`src/rtl/exc_commit_ctrl.sv`:
```
// Exception / interrupt / ERTN commit controller: accepts one WB event at a time,
// pulses the CSR commit strobe, flushes the pipe and holds a fetch redirect until accepted.
module exc_commit_ctrl #(
    parameter int CNT_W = 16
) (
    input  logic             clk,
    input  logic             reset,
    input  logic             wb_valid,
    input  logic             wb_ex_in,
    input  logic             wb_ertn,
    input  logic [5:0]       wb_ecode_in,
    input  logic [8:0]       wb_esubcode_in,
    input  logic [31:0]      wb_pc_in,
    input  logic [31:0]      wb_vaddr_in,
    input  logic             has_int,
    input  logic [31:0]      ex_entry,
    input  logic [31:0]      ertn_entry,
    input  logic             redirect_ready,
    output logic             wb_ex,
    output logic             ertn_flush,
    output logic [5:0]       wb_ecode,
    output logic [8:0]       wb_esubcode,
    output logic [31:0]      wb_pc,
    output logic [31:0]      wb_vaddr,
    output logic             pipe_flush,
    output logic             redirect_valid,
    output logic [31:0]      redirect_pc,
    output logic             busy,
    output logic [CNT_W-1:0] ex_count
);

    typedef enum logic [1:0] {
        IDLE     = 2'd0,
        COMMIT   = 2'd1,
        REDIRECT = 2'd2
    } state_t;

    state_t state_r;
    logic   is_ertn_r;
    logic   event_s;

    assign event_s = wb_valid & (has_int | wb_ex_in | wb_ertn);

    // Commit sequencer; every output is a register updated here.
    always_ff @(posedge clk) begin
        if (reset) begin
            state_r        <= IDLE;
            is_ertn_r      <= 1'b0;
            wb_ex          <= 1'b0;
            ertn_flush     <= 1'b0;
            wb_ecode       <= 6'h00;
            wb_esubcode    <= 9'h000;
            wb_pc          <= 32'h0000_0000;
            wb_vaddr       <= 32'h0000_0000;
            pipe_flush     <= 1'b0;
            redirect_valid <= 1'b0;
            redirect_pc    <= 32'h0000_0000;
            busy           <= 1'b0;
            ex_count       <= '0;
        end else begin
            case (state_r)
                IDLE: begin
                    if (event_s) begin
                        state_r    <= COMMIT;
                        busy       <= 1'b1;
                        pipe_flush <= 1'b1;
                        if (has_int) begin
                            is_ertn_r   <= 1'b0;
                            wb_ex       <= 1'b1;
                            wb_ecode    <= 6'h00;
                            wb_esubcode <= 9'h000;
                            wb_pc       <= wb_pc_in;
                            wb_vaddr    <= wb_vaddr_in;
                        end else if (wb_ex_in) begin
                            is_ertn_r   <= 1'b0;
                            wb_ex       <= 1'b1;
                            wb_ecode    <= wb_ecode_in;
                            wb_esubcode <= wb_esubcode_in;
                            wb_pc       <= wb_pc_in;
                            wb_vaddr    <= wb_vaddr_in;
                        end else begin
                            // ERTN carries no event fields; CSR-facing fields keep their last values.
                            is_ertn_r  <= 1'b1;
                            ertn_flush <= 1'b1;
                        end
                    end
                end
                COMMIT: begin
                    wb_ex          <= 1'b0;
                    ertn_flush     <= 1'b0;
                    redirect_valid <= 1'b1;
                    redirect_pc    <= is_ertn_r ? ertn_entry : ex_entry;
                    state_r        <= REDIRECT;
                    if (!is_ertn_r && (ex_count != {CNT_W{1'b1}})) begin
                        ex_count <= ex_count + {{(CNT_W-1){1'b0}}, 1'b1};
                    end
                end
                REDIRECT: begin
                    if (redirect_valid && redirect_ready) begin
                        state_r        <= IDLE;
                        redirect_valid <= 1'b0;
                        pipe_flush     <= 1'b0;
                        busy           <= 1'b0;
                    end
                end
                default: begin
                    state_r        <= IDLE;
                    wb_ex          <= 1'b0;
                    ertn_flush     <= 1'b0;
                    pipe_flush     <= 1'b0;
                    redirect_valid <= 1'b0;
                    busy           <= 1'b0;
                end
            endcase
        end
    end

endmodule

```
`config.mk`:
```
export PLATFORM = sky130hd
export DESIGN_NAME = exc_commit_ctrl
export DESIGN_NICKNAME = d
export VERILOG_FILES = /design/src/rtl/exc_commit_ctrl.sv
export SDC_FILE = /design/constraint.sdc
export NUM_CORES = 1
export LEC_CHECK = 0
export ABC_AREA = 1
export CAP_MARGIN = 40
export CORE_MARGIN = 2
export CORE_UTILIZATION = 40
export CTS_CLUSTER_SIZE = 30
export DETAILED_ROUTE_END_ITERATION = 8
export PLACE_DENSITY = 0.81
export SLEW_MARGIN = 10
export SYNTH_ARGS = -nofsm -noshare
export SYNTH_HDL_FRONTEND = slang
export SYNTH_SLANG_ARGS = --single-unit
```
`constraint.sdc`:
```
create_clock -name clk -period 1.9 [get_ports clk]
set_input_delay 0.475 -clock clk [delete_from_list [all_inputs] [get_ports clk]]
set_output_delay 0.475 -clock clk [all_outputs]
set_load 0.02 [all_outputs]
```
==> results.tsv <==
metric	value	unit
ant_nets	0	
io_buffers	281	
fp.dieW	121	um
antenna_found_initial	0	
path_buf_inv	1	
seqCellArea	0.00268	mm^2
antenna-diode-count	0	
p_seq_share	36.2	%
wirelength	17000	um
status	finished, final reports clean	
power.ir.vdd_worst	0.614	mV
highest_layer	met4	
worst_pin_slew	0.466	ns
cts_tree	done	
power.switching	0.00215	W
hp-class	flip-flop to flip-flop	
wl_met2	8310	um
synth-seq-cells	134	
dieArea	0.0147	mm^2
yosysSeqAreaShare	48.6	%
cp_max_fo	2	
numClockSinks	134	
final.period_utilization	98.2	%
leakage	3.75	nW
dr.pass1.iters	5	
fp-row-count	42	
grtUsageTotal	22.4	%
grt_pass1_wl	25900	um
yosys.area.top_type	dfxtp_1	
synth_edf_count	0	
synth_area	0.00551	mm^2
cts_root_buf	clkbuf_16	
clock_skew	0.00408	ns
overflow	0	
cap_violations	0	
wl_met3	1470	um
cpPeakStageDelay	0.62	ns
layout_min_cycle_time	1.87	ns
final_nets	1144	
synth_top_area_share	48.6	%
grt_pass1_vias	5240	
yosysWarnings	0	
multi_input_area	0.00224	mm^2
wire_per_inst	14.4	um
critical_path.top_delay_family	buffers and inverters	
syn-mean-instance-area	7.58	um^2
grt_max_degree	65	
ys.flop_type	dfxtp_1	
power_frac_clock	45.4	%
p_sw_share	24.8	%
async_flop_share	0	%
core	0.0133	mm^2
die_h	121	um
fill_cells	1072	
drt-initial-drc-count	263	
power_density	944	mW/mm^2
post-cts-setup-buffers	0	
rsz0062_at_grt	no	
worstPathCellList	clkdlybuf4s50_1	
whs	0.439	ns
combinationalPowerShare	18.4	%
critPathKind	flip-flop to output port	
synthCells	727	
synth_area_leaders	dfxtp_1 49%, a21oi_1 14%, o21ai_0 8.6%, nand2_1 6.5%, inv_1 6.3%	
synth.distinct_cells	25	
ctsLongestPathBuffers	2	
start_util	41.3	%
vias	5686	
clk_pin_slew	0.06	ns
max_slew_margin	68.9	%
hold_viol	0	
drc	0	
synth_common_cells	156 x a21oi_1, 134 x dfxtp_1, 95 x nand2_1, 95 x o21ai_0, 92 x inv_1	
holdBufCountCts	0	
clock_latency	0.41	ns
synth_nets	878	
worst_ep_arrival_time	1.39	ns
cts_buffers	17	
place.gp.congestion	0.797	
wl_met1	6780	um
cp-end-kind	output port	
viasPerCell	4.81	
htreeDepth	4	
max_freq	536	MHz
worstPathRequired	1.42	ns
area_growth_syn_to_layout	66.5	%
intPower	0.00652	W
dp.final_hpwl	12100	um
crit_slowest_cell	clkdlybuf4s50_1	
setup_viol_count_final	0	
ios	282	
synth_most_common_cell	a21oi_1	
startpoint_type	flip-flop	
drive_above_1_share	7.26	%
fin_setup_tns	0	ns
drv_slew	0	
==> metrics by stage <==
step	setup slack [ns]	total power (W)	util, %	instance area (um^2)	instances
2_1_floorplan	0.336	0.00394	-	5510	727
3_3_place_gp	0.0583	0.00479	63.5	8470	1150
3_5_place_dp	0.00253	0.00480	63.5	8470	1150
4_1_cts	0.0129	0.00875	68.6	9160	1182
5_1_grt	0.000144	0.00898	68.8	9180	1182
6_report	0.0334	0.00867	68.8	9180	1182
==> layout by cell type, fill, tap and decap left out, drive strengths merged, types with 2 or more instances in the layout <==
master           n
nor2            40
clkbuf          20
clkdlybuf4s50  251
dlygate4sd2     21
clkinv           4
buf             15
o21ai           98
bufinv           7
nand3           31
inv             96
a21oi          156
nand4            2
nand2          103
dlymetal6s2s     9
nand3b          15
dfxtp          134
==> sequential cells by signal (all words and copies together), names as in the netlist <==
name            cells
wb_pc              32
ertn_flush          1
wb_ecode            6
wb_esubcode         9
ex_count           16
busy                1
state_r             2
redirect_pc        32
wb_vaddr           32
wb_ex               1
is_ertn_r           1
redirect_valid      1
==> cells by family (layout without fill, tap and decap cells) <==
kind of cell | after synthesis | count (layout) | share of synthesized area (%)
AOI/OAI and AO/OA | 255 | 255 | 23.2
xor gates and xnor gates | 1 | 1 | 0.159
adders and majority gates | 1 | 1 | 0.227
buffers and inverters | 145 | 424 | 10.9
DFF | 134 | 134 | 48.6
and+or+nand+nor | 191 | 191 | 16.8
==> area by class of cell <==
type	instances	share of cell area [%]
Multi-Input combinational cell	448	24.3
Inverter	96	3.92
Clock buffer	20	5.08
Clock inverter	12	2.67
Tap cell	176	2.40
Timing Repair Buffer	296	32.4
Sequential cell	134	29.2
==> power by group through the flow <==
stage	clock [W]	sequential (W)	combinational, W
floorplan	0	0.00344	0.000497
global placement	0	0.00319	0.00159
detailed placement	0	0.00320	0.00161
CTS	0.00400	0.00314	0.00161
global route	0.00409	0.00316	0.00172
finish	0.00393	0.00314	0.00160
==> repair_timing <==
action                     CTS  global route
pin swaps                    0             0
setup endpoints to repair   21             9
gates resized for setup     21             9
==> metal layers <==
layer	vias to the layer above	track usage [%]
li1	2908	-
met1	2518	25.4
met2	227	37.7
met3	33	8.88
met4	0	8.62
met5	-	0
==> path summary, 6_finish.rpt <==
kind / start / end / slack, ns / depth (start not counted)
max: redirect_pc[22] / redirect_pc[22] / 0.03 / 1
min: wb_pc[6] / wb_pc[6] / 0.44 / 2
max reg2reg: ex_count[0] / ex_count[4] / 0.30 / 9
min reg2reg: wb_pc[6] / wb_pc[6] / 0.44 / 2
(Power assumes the default switching activity.)
